## config.mk

```make
export PLATFORM = sky130hd
export DESIGN_NAME = uart_erisim_hakemi
export DESIGN_NICKNAME = d
export VERILOG_FILES = /design/src/rtl/uart_erisim_hakemi.sv
export SDC_FILE = /design/constraint.sdc
export NUM_CORES = 1
export LEC_CHECK = 0
export ABC_AREA = 1
export BUFFER_PORTS_ARGS = -buffer_cell sky130_fd_sc_hd__buf_2
export CAP_MARGIN = 30
export CORE_AREA = 2 2 120 122
export CTS_CLUSTER_SIZE = 12
export DETAILED_ROUTE_END_ITERATION = 10
export DIE_AREA = 0 0 122 124
export GPL_TIMING_DRIVEN = 0
export MAX_ROUTING_LAYER = met4
export PLACE_DENSITY = 0.79
export RECOVER_POWER = 25
export SYNTH_ARGS = -nofsm -noshare
export SYNTH_HDL_FRONTEND = slang
export SYNTH_SLANG_ARGS = --single-unit
```

## constraint.sdc

```tcl
create_clock -name clk_i -period 1.6 [get_ports clk_i]
set_input_delay 0.08 -clock clk_i [delete_from_list [all_inputs] [get_ports clk_i]]
set_output_delay 0.08 -clock clk_i [all_outputs]
set_load 0.01 [all_outputs]
```

## src/rtl/uart_erisim_hakemi.sv

```systemverilog
// rtl/uart_erisim_hakemi.sv - two-master arbiter in front of the UART controller register port
`timescale 1ns/1ps
module uart_erisim_hakemi #(
   parameter bit ONCELIK_SABIT = 1'b0
) (
   input  logic        clk_i,
   input  logic        rst_i,
   input  logic        m0_istek_i,
   input  logic        m1_istek_i,
   input  logic        m0_yaz_i,
   input  logic        m1_yaz_i,
   input  logic [31:0] m0_adres_i,
   input  logic [31:0] m1_adres_i,
   input  logic [31:0] m0_veri_i,
   input  logic [31:0] m1_veri_i,
   output logic        m0_kabul_o,
   output logic        m1_kabul_o,
   output logic        m0_bitti_o,
   output logic        m1_bitti_o,
   output logic        m0_oku_gecerli_o,
   output logic        m1_oku_gecerli_o,
   output logic [31:0] m0_oku_veri_o,
   output logic [31:0] m1_oku_veri_o,
   output logic [31:0] wb_adres_o,
   output logic [31:0] wb_veri_o,
   output logic        wb_gecerli_o,
   output logic        wb_yaz_gecerli_o,
   input  logic [31:0] wb_oku_veri_i,
   input  logic        wb_oku_gecerli_i,
   input  logic        uart_mesgul_i
);

   typedef enum logic [1:0] {BOSTA = 2'd0, VERI = 2'd1, YANIT = 2'd2} durum_t;

   durum_t           durum_q, durum_d;
   logic             son_kazanan_q, son_kazanan_d;
   logic             kazanan_q, kazanan_d;
   logic             yaz_q, yaz_d;
   logic [31:0]      wb_adres_q, wb_adres_d;
   logic [31:0]      wb_veri_q, wb_veri_d;
   logic             wb_gecerli_q, wb_gecerli_d;
   logic             wb_yaz_gecerli_q, wb_yaz_gecerli_d;
   logic [1:0]       kabul_q, kabul_d;
   logic [1:0]       bitti_q, bitti_d;
   logic [1:0]       oku_gecerli_q, oku_gecerli_d;
   logic [1:0][31:0] oku_veri_q, oku_veri_d;

   logic             secilen;
   logic             secilen_yaz;
   logic [31:0]      secilen_adres;
   logic [31:0]      secilen_veri;

   // A lone requester always wins; a tie goes to m0 or to whoever did not win last.
   always_comb begin
      secilen = m1_istek_i;
      if (m0_istek_i && m1_istek_i) begin
         secilen = ONCELIK_SABIT ? 1'b0 : ~son_kazanan_q;
      end
      secilen_yaz   = secilen ? m1_yaz_i   : m0_yaz_i;
      secilen_adres = secilen ? m1_adres_i : m0_adres_i;
      secilen_veri  = secilen ? m1_veri_i  : m0_veri_i;
   end

   always_comb begin
      durum_d          = durum_q;
      son_kazanan_d    = son_kazanan_q;
      kazanan_d        = kazanan_q;
      yaz_d            = yaz_q;
      wb_adres_d       = wb_adres_q;
      wb_veri_d        = wb_veri_q;
      wb_gecerli_d     = 1'b0;
      wb_yaz_gecerli_d = 1'b0;
      kabul_d          = 2'b00;
      bitti_d          = 2'b00;
      oku_gecerli_d    = 2'b00;
      oku_veri_d       = oku_veri_q;
      case (durum_q)
         BOSTA: begin
            if ((m0_istek_i || m1_istek_i) && !uart_mesgul_i) begin
               durum_d          = VERI;
               son_kazanan_d    = secilen;
               kazanan_d        = secilen;
               yaz_d            = secilen_yaz;
               wb_adres_d       = secilen_adres;
               wb_veri_d        = secilen_veri;
               wb_gecerli_d     = 1'b1;
               wb_yaz_gecerli_d = secilen_yaz;
               kabul_d[secilen] = 1'b1;
            end
         end
         VERI: begin
            // The controller answers at the end of the strobe cycle; capture it here.
            durum_d            = YANIT;
            bitti_d[kazanan_q] = 1'b1;
            if (!yaz_q && wb_oku_gecerli_i) begin
               oku_gecerli_d[kazanan_q] = 1'b1;
               oku_veri_d[kazanan_q]    = wb_oku_veri_i;
            end
         end
         YANIT: begin
            durum_d = BOSTA;
         end
         default: begin
            durum_d = BOSTA;
         end
      endcase
   end

   always_ff @(posedge clk_i or negedge rst_i) begin
      if (!rst_i) begin
         durum_q          <= BOSTA;
         son_kazanan_q    <= 1'b1;
         kazanan_q        <= 1'b0;
         yaz_q            <= 1'b0;
         wb_adres_q       <= '0;
         wb_veri_q        <= '0;
         wb_gecerli_q     <= 1'b0;
         wb_yaz_gecerli_q <= 1'b0;
         kabul_q          <= 2'b00;
         bitti_q          <= 2'b00;
         oku_gecerli_q    <= 2'b00;
         oku_veri_q       <= '0;
      end else begin
         durum_q          <= durum_d;
         son_kazanan_q    <= son_kazanan_d;
         kazanan_q        <= kazanan_d;
         yaz_q            <= yaz_d;
         wb_adres_q       <= wb_adres_d;
         wb_veri_q        <= wb_veri_d;
         wb_gecerli_q     <= wb_gecerli_d;
         wb_yaz_gecerli_q <= wb_yaz_gecerli_d;
         kabul_q          <= kabul_d;
         bitti_q          <= bitti_d;
         oku_gecerli_q    <= oku_gecerli_d;
         oku_veri_q       <= oku_veri_d;
      end
   end

   assign m0_kabul_o       = kabul_q[0];
   assign m1_kabul_o       = kabul_q[1];
   assign m0_bitti_o       = bitti_q[0];
   assign m1_bitti_o       = bitti_q[1];
   assign m0_oku_gecerli_o = oku_gecerli_q[0];
   assign m1_oku_gecerli_o = oku_gecerli_q[1];
   assign m0_oku_veri_o    = oku_veri_q[0];
   assign m1_oku_veri_o    = oku_veri_q[1];
   assign wb_adres_o       = wb_adres_q;
   assign wb_veri_o        = wb_veri_q;
   assign wb_gecerli_o     = wb_gecerli_q;
   assign wb_yaz_gecerli_o = wb_yaz_gecerli_q;

endmodule

```

==> impl_metrics.toml, run 1 <==
[timing]
fin_skew_ns = 0.0131
setup_viol = 0
fmax_mhz = 649
tightest_slew_ns = 0.899
finalHoldViolCount = 1
whs_ns = -0.000355
final.period_utilization = 0.962
maxSlewHeadroom = 0.401
worst_slack_ns = 0.0602
fin_crit_ns = 1.54
maxSlewViolCount = 0

[global_routing]
grt_max_degree = 80
use_met3 = 0.0778
gr-total-overflow = 0
grt_pass1_wl_um = 35300
use_met1 = 0.351
gr-max-usage-layer = "met2"
grt_antenna_before_repair = 0
grtUsageMet2 = 0.512
gr-usage-all-layers = 0.312
grt_pass1_vias = 7376

[floorplanning]
die_h_um = 124
die_x_um = 122
row_count = 43
dieArea_um2 = 15100
initial_core_util = 0.454
io_pins = 304
core_um2 = 13700

[place]
io_buffer_count = 303
dp_slack_ns = 0.0578
gp_congestion = 0.981
hpwl_um = 14100

[drt]
via_per_inst = 5.12
drt_iter0_markers = 625
vias = 7493
final_antenna_net_count = 0
totalWireLength_um = 23100
dr.pass1.iters = 7
drc = 0
wire_per_inst_um = 15.8

[clock_network]
cts_buffers = 17
clock-root-buffer = "clkbuf_16"
clkLatencyLatePin_ns = 0.42
cts_tree = "done"
clock_path_buffers = 2
cts_htree_levels = 4
clk_pin_slew_ns = 0.06
clock-sinks = 141

[cells_and_area]
drive_gt1_frac = 0.267
nNetsFinal = 1439
n_antenna_cell = 0
area_growth_syn_to_layout_pct = 60.4
n_fill_cell = 978

[pwr]
p_per_area_nw_per_um2 = 1400
p_leak_uw = 0.00576
peakVddDrop_uv = 951
total_power_uw = 14000

[min_path]
min_path_type = "input port to flip-flop"
holdCritStartpoint = "m0_adres_i[26]"

[synthesis]
ys_types = 13
synth_nets = 976
ys_ff_latch = 141
yosys_warnings = 0
synth_top_cell_by_area = "dfrtp_1"
synth_top_area_frac = 0.562
syn_area_um2 = 6230
syn_area_per_cell_um2 = 7.71
synth_area_leaders = "dfrtp_1, nand2_1, nand3_1"
ys_seq_area_frac = 0.567
syn_inst = 808

[critical_path]
startpoint = "son_kazanan_q"
crit_required_ns = 1.90
worst-setup-path-type = "flip-flop to flip-flop"
start_kind = "flip-flop"
path_max_fanout = 10
timing.rr.start = "son_kazanan_q"
cp-end-kind = "flip-flop"
arrival_ns = 1.84

[run_status]
status = "complete, but fails checks"
violations = "hold timing"

[flow_run]
maxCapViolCount = 0
Yosys cell counts, drive strengths merged:
cell	instances
buf	39
clkbuf	11
dfrtp	140
dfstp	1
inv	10
nand2	497
nand3	98
nor2	11
o21ai	1
kinds of logic after synthesis:
kind of cell / synth area share
AND/OR/NAND/NOR: 0.386
flip-flops: 0.567
buffers and inverters: 0.0466
AO/OA/AOI/OAI: 0.000803
metrics by stage:
stage	hold WS, ns	instance area, µm²	utilization	TNS, ns	std cells
after floorplan	-0.216	6230	-	0	808
final	-0.000355	9990	0.728	0	1463
after global routing	0.00486	9990	0.728	-0.0209	1463
after CTS	0.000958	10000	0.731	0	1463
after detailed placement	0.104	8010	0.583	0	1292
after global placement	0.299	7970	0.581	-210.12	1291
metal layers:
layer	vias up	part of all wire
met4	0	0.053
li1	3428	-
met3	118	0.080
met5	-	0
met1	3494	0.37
met2	453	0.49
state kept, by name (all words and copies together), names as in the netlist, 2 cells and up:
signal,flops
kabul_q,2
m0_oku_veri_o,32
wb_adres_o,32
oku_gecerli_q,2
bitti_q,2
m1_oku_veri_o,32
durum_q,2
wb_veri_o,32
critical path: stages, from the launching register on:
cell     delay (ns)
dfstp_2        0.53
nand2_1        0.09
buf_2          0.22
buf_2          0.23
nand3_1        0.13
nand2_1        0.10
nand2_1        0.07
nand2_1        0.06
where the power goes:
group	internal [µW]	leakage [µW]	switching, µW
clock network	2680	0.000303	1490
logic	1760	0.00367	2580
registers	4770	0.00178	673
worst paths after layout:
check	end	slack, ns	depth (start not counted)
worst max-delay path	wb_veri_o[20]	0.06	7
worst min-delay path	wb_adres_o[26]	-0.0004	5
worst max register to register	wb_veri_o[20]	0.06	7
worst min register to register	m1_oku_veri_o[25]	0.47	2
max in group asynchronous	m0_oku_veri_o[24]	0.36	3
min in group asynchronous	wb_veri_o[6]	0.35	2
cell usage in the layout, fill, tap and decap left out, types with 2 or more instances in the layout:
master / Yosys / layout
inv_2: 4 / 4
buf_4: 7 / 8
clkbuf_8: 0 / 2
clkinv_4: 0 / 3
nand3_1: 98 / 98
clkbuf_4: 0 / 4
clkbuf_16: 0 / 17
dfrtp_1: 140 / 140
clkbuf_1: 11 / 50
clkinv_2: 0 / 2
nor2_2: 3 / 3
nor2_1: 8 / 8
buf_2: 31 / 290
bufinv_16: 0 / 4
nand2_1: 497 / 497
clkbuf_2: 0 / 2
inv_1: 6 / 6
dlygate4sd3_1: 0 / 140
what timing repair did:
| action | 4_1_cts | 5_1_grt |
|---|---|---|
| hold endpoints to repair | 188 | 0 |
| buffers inserted | 0 | 0 |
| setup endpoints to repair | 0 | 28 |
| hold buffers | 140 | 0 |
| resized for setup | 0 | 9 |
cell type report:
type	count	area, µm²	share of cell area
Multi-Input combinational cell	607	2410	0.241
Buffer	50	265	0.0265
Inverter	10	37.5	0.00376
Timing Repair Buffer	444	2900	0.290
Sequential cell	141	3530	0.353
Clock inverter	10	164	0.0164
Clock buffer	21	460	0.0461
Tap cell	180	225	0.0225
Note: power is estimated with default switching activity, not from simulation.
==> run 2: changes to the inputs <==
==> constraint.sdc (replaced) <==
create_clock -name clk_i -period 1.6 [get_ports clk_i]
set_input_delay 0.08 -clock clk_i [delete_from_list [all_inputs] [get_ports clk_i]]
set_output_delay 0.08 -clock clk_i [all_outputs]
set_load 0.05 [all_outputs]
==> run 2 against run 1 <==
The run still ends with hold timing left. Sequential share of layout area fell by 0.075 points. Clock power barely moved. Maximum frequency rose by 0.34%. Critical path depth rose by 1. Total power rose by 26%. Final cell count did not move. Combinational power rose by 85%. Sequential power barely moved. Die area did not move.
==> impl_metrics.toml, run 2 (synthesized netlist as in run 1, its figures left out) <==
[run_status]
status = "complete, but fails checks"
violations = "hold timing"

[timing]
maxSlewHeadroom = 0.398
fin_skew_ns = 0.0128
fmax_mhz = 652
whs_ns = -0.00105
fin_crit_ns = 1.53
finalHoldViolCount = 1
final.period_utilization = 0.959
tightest_slew_ns = 0.902
maxSlewViolCount = 0
setup_viol = 0

[floorplanning]
dieArea_um2 = 15100
die_x_um = 122
die_h_um = 124
core_um2 = 13700
initial_core_util = 0.454
row_count = 43
io_pins = 304

[min_path]
hold_depth = 5
holdCritStartpoint = "m0_adres_i[26]"
min_path_type = "input port to flip-flop"
holdPathEnd = "wb_adres_o[26]"

[critical_path]
crit_chain = "nand2_1, nand2_1, buf_4, clkbuf_4, nand2_1, nand2_1, nand2_1, nand2_1"
ff2ff_setup_slack_ns = 0.07
timing.rr.start = "son_kazanan_q"
crit_family = "flip-flops"
max_stage_delay_ns = 0.53
crit_required_ns = 1.94
cp_slowest_cell = "dfstp_2"
start_kind = "flip-flop"
crit_top_cell = "nand2_1"
arrival_ns = 1.88
cp_num_buf_inv = 2
cp-end-kind = "flip-flop"
worst-setup-path-type = "flip-flop to flip-flop"
reg2regPathDepth = 8
path_max_fanout = 10
r2r-end = "wb_veri_o[20]"

[global_routing]
gr-total-overflow = 0
grt_antenna_before_repair = 0
grt_max_degree = 80
grt_pass1_vias = 7376
grt_pass1_wl_um = 35300
gr-usage-all-layers = 0.312

[drt]
via_per_inst = 5.06
final_antenna_net_count = 0
totalWireLength_um = 23100
dr.pass1.iters = 5
wire_per_inst_um = 15.8
drc = 0
vias = 7406
drt_iter0_markers = 618

[cells_and_area]
ff_latch_area_um2 = 3530
final_area_um2 = 10000
mostFrequentLayoutCell = "nand2_1"
nNetsFinal = 1439
drive_gt1_frac = 0.280
final_util = 0.730
most-common-layout-cells = "nand2_1, buf_2, dfrtp_1, dlygate4sd3_1, nand3_1"
n_antenna_cell = 0
instances_no_fill = 1463
multi_input_area_um2 = 2410
area_growth_syn_to_layout_pct = 60.7
n_fill_cell = 964

[place]
io_buffer_count = 303
hpwl_um = 14100
dp_cells = 1292
place_area_um2 = 8010
gp_congestion = 0.981

[pwr]
combPwrFrac = 0.456
total_power_uw = 17700
seqPwrFrac = 0.308
p_per_area_nw_per_um2 = 1760
p_int_uw = 9260
swShare = 0.475
power.share.clock = 0.236
p_leak_uw = 0.00582
peakVddDrop_uv = 1170
p_switching_uw = 8390

[clock_network]
cts_buffers = 17
cts_htree_levels = 4
clock-root-buffer = "clkbuf_16"
cts_tree = "done"
clkLatencyLatePin_ns = 0.42
clk_pin_slew_ns = 0.06
clock-sinks = 141
clock_path_buffers = 2

[flow_run]
maxCapViolCount = 0
run 2: worst max path at each step:
stage                              from       endpoint  slack (ns)  depth (start not counted)
final                     son_kazanan_q  wb_veri_o[20]        0.07                          8
after CTS                 son_kazanan_q      kazanan_q        0.04                          7
after detailed placement  son_kazanan_q      kazanan_q        0.06                          7
after global placement            rst_i  wb_veri_o[25]       -1.51                          1
after floorplan           son_kazanan_q      kazanan_q        0.33                          7
after global routing      son_kazanan_q     kabul_q[1]      -0.006                          7
run 2: what timing repair did:
item | CTS | global route
gates resized for setup | 0 | 9
endpoints found under the setup margin | 0 | 28
hold buffers | 140 | 0
buffers inserted | 0 | 0
endpoints found under the hold margin | 188 | 0
run 2: metrics by stage:
step                worst slack [ns]  setup TNS (ns)
floorplan                      0.332               0
global placement               -1.51         -210.12
detailed placement            0.0578               0
CTS                           0.0388               0
global route                -0.00585         -0.0209
finish                        0.0654               0
run 2: area by class of cell:
class	instances	area share
Sequential cell	141	0.353
Tap cell	180	0.0225
Timing Repair Buffer	444	0.292
Multi-Input combinational cell	607	0.241
Buffer	50	0.0265
Clock buffer	21	0.0460
Inverter	10	0.00375
Clock inverter	10	0.0164
run 2: power groups by stage:
stage	combinational (µW)	sequential [µW]	clock, µW
after floorplan	1450	9580	0
after global placement	7600	5420	0
after detailed placement	7720	5430	0
after CTS	7990	5400	4200
after global routing	8510	5560	4360
final	8050	5440	4170
run 2: tightest hold or removal path, cell delays in order:
cell,delay [ns]
buf_2,0.08
nand2_1,0.04
nand2_1,0.06
nand2_1,0.06
nand2_1,0.06
run 2: routing by layer:
layer / global-route usage / vias up / part of all wire
met5: - / - / 0
met3: 0.0778 / 109 / 0.078
li1: - / 3426 / -
met4: 0.177 / 0 / 0.053
met1: 0.351 / 3429 / 0.38
met2: 0.512 / 442 / 0.49
==> run 3: changes to the inputs <==
==> constraint.sdc (replaced) <==
create_clock -name clk_i -period 1.6 [get_ports clk_i]
set_input_delay 0.24 -clock clk_i [delete_from_list [all_inputs] [get_ports clk_i]]
set_output_delay 0.24 -clock clk_i [all_outputs]
set_load 0.05 [all_outputs]
==> run 3 against run 2 <==
The run now ends clean. Flip-flop and latch count unchanged. Worst setup slack improved by 0.063 ns. Register-to-register slack improved by 0.06 ns. First-iteration DRC count decreased by 20%.
==> impl_metrics.toml, run 3 (synthesized netlist as in run 1, its figures left out) <==
[run_status]
status = "finished clean"

[timing]
fin_crit_ns = 1.47
rsz0062_at_grt = "no"
whs_ns = 0.0319
tightest_slew_ns = 0.588
finalHoldViolCount = 0
final.period_utilization = 0.919
maxSlewViolCount = 0
setup_viol = 0
maxSlewHeadroom = 0.608
worst_slack_ns = 0.129
fmax_mhz = 680
fin_skew_ns = 0.0169

[floorplanning]
row_count = 43
dieArea_um2 = 15100
io_pins = 304
core_um2 = 13700
die_h_um = 124
die_x_um = 122
initial_core_util = 0.454

[critical_path]
path_max_fanout = 10
cp-end-kind = "flip-flop"
crit_chain = "nand2_1, nand2_1, buf_4, buf_2, nand2_1, nand2_1, nand2_1, nand2_1"
r2r-end = "wb_veri_o[18]"
startpoint = "son_kazanan_q"
crit_top_cell = "nand2_1"
max_stage_delay_ns = 0.53
timing.rr.start = "son_kazanan_q"
worst-setup-path-type = "flip-flop to flip-flop"
arrival_ns = 1.82
reg2regPathDepth = 8
start_kind = "flip-flop"
crit_required_ns = 1.95
cp_slowest_cell = "dfstp_2"
ff2ff_setup_slack_ns = 0.13

[global_routing]
grt_max_degree = 80
grt_antenna_before_repair = 0
grt_pass1_wl_um = 29200
gr-usage-all-layers = 0.258
grt_pass1_vias = 6029
gr-total-overflow = 0

[drt]
wire_per_inst_um = 14.3
dr.pass1.iters = 4
vias = 6493
final_antenna_net_count = 0
drc = 0
drt_iter0_markers = 494
totalWireLength_um = 18900
via_per_inst = 4.90

[pwr]
p_per_area_nw_per_um2 = 2000
p_leak_uw = 0.00528
peakVddDrop_uv = 1150

[cells_and_area]
drive_gt1_frac = 0.327
n_antenna_cell = 0
mostFrequentLayoutCell = "nand2_1"
most-common-layout-cells = "nand2_1, buf_2, dfrtp_1, nand3_1, clkbuf_16"
nNetsFinal = 1300
area_growth_syn_to_layout_pct = 38.5
n_fill_cell = 1225

[min_path]
holdCritStartpoint = "wb_oku_veri_i[15]"
min_path_type = "input port to flip-flop"
holdPathEnd = "m1_oku_veri_o[15]"
hold_depth = 3

[place]
io_buffer_count = 303
dp_slack_ns = 0.0578
hpwl_um = 14100
gp_congestion = 0.981

[clock_network]
cts_htree_levels = 4
clkLatencyLatePin_ns = 0.42
cts_buffers = 17
clk_pin_slew_ns = 0.06
clock_path_buffers = 2
clock-sinks = 141
cts_tree = "done"
clock-root-buffer = "clkbuf_16"
post-cts-setup-buffers = 0

[flow_run]
maxCapViolCount = 0
-- run 3: changes by cell type in the layout (fill, tap and decap cells not counted), sizes merged --
cell | before | now
buf | 317 | 324
clkbuf | 58 | 51
clkinv | 5 | 6
dlygate4sd3 | 140 | 1
inv | 10 | 9
-- run 3: worst max path at each step --
stage	to	slack, ns	cells past startpoint
global route	wb_veri_o[23]	0.01	6
global placement	wb_veri_o[25]	-1.67	1
floorplan	kazanan_q	0.33	7
CTS	kazanan_q	0.04	7
detailed placement	kazanan_q	0.06	7
finish	wb_veri_o[18]	0.13	8
-- run 3: repair_timing --
item / in CTS / in global routing
hold buffers: 1 / 0
gates resized for setup: 0 / 7
hold endpoints to repair: 61 / 0
endpoints found under the setup margin: 0 / 11
-- run 3: power by group --
part           internal (µW)  leakage, µW  switching (µW)
Sequential              4770      0.00178             656
Clock                   2680     0.000303            1450
Combinational           1620      0.00319            6060
Total                   9070      0.00528            8160
-- run 3: critical path: cells and delay by family (launching register included) --
family | cells | cell delay (ns)
flip-flops | 1 | 0.53
AND/OR/NAND/NOR | 6 | 0.46
buffers and inverters | 2 | 0.41
-- run 3: area by class of cell --
type | instances | area, µm² | share of cell area
multi-input cells | 607 | 2410 | 0.279
clock buffers | 21 | 460 | 0.0534
clock inverters | 10 | 164 | 0.0190
flip-flops and latches | 141 | 3530 | 0.409
inverters | 10 | 37.5 | 0.00435
plain buffers | 50 | 258 | 0.0299
well taps | 180 | 225 | 0.0261
repair buffers | 305 | 1540 | 0.179
-- run 3: per-stage QoR --
stage          area [µm²]  std cells  total power (µW)  setup TNS (ns)   util
4_1_cts              8640       1324             17300               0  0.630
3_3_place_gp         7970       1291             13000         -232.68  0.581
5_1_grt              8630       1324             18100               0  0.629
6_report             8630       1324             17200               0  0.629
3_5_place_dp         8010       1292             13100               0  0.583
2_1_floorplan        6230        808             11000               0      -
-- run 3: layer usage --
metal | vias up | part of all wire | GRT usage
met5 | - | 0 | -
met4 | 0 | 0.031 | 0.109
met1 | 3046 | 0.41 | 0.314
met2 | 259 | 0.49 | 0.410
met3 | 45 | 0.070 | 0.0678
li1 | 3143 | - | -
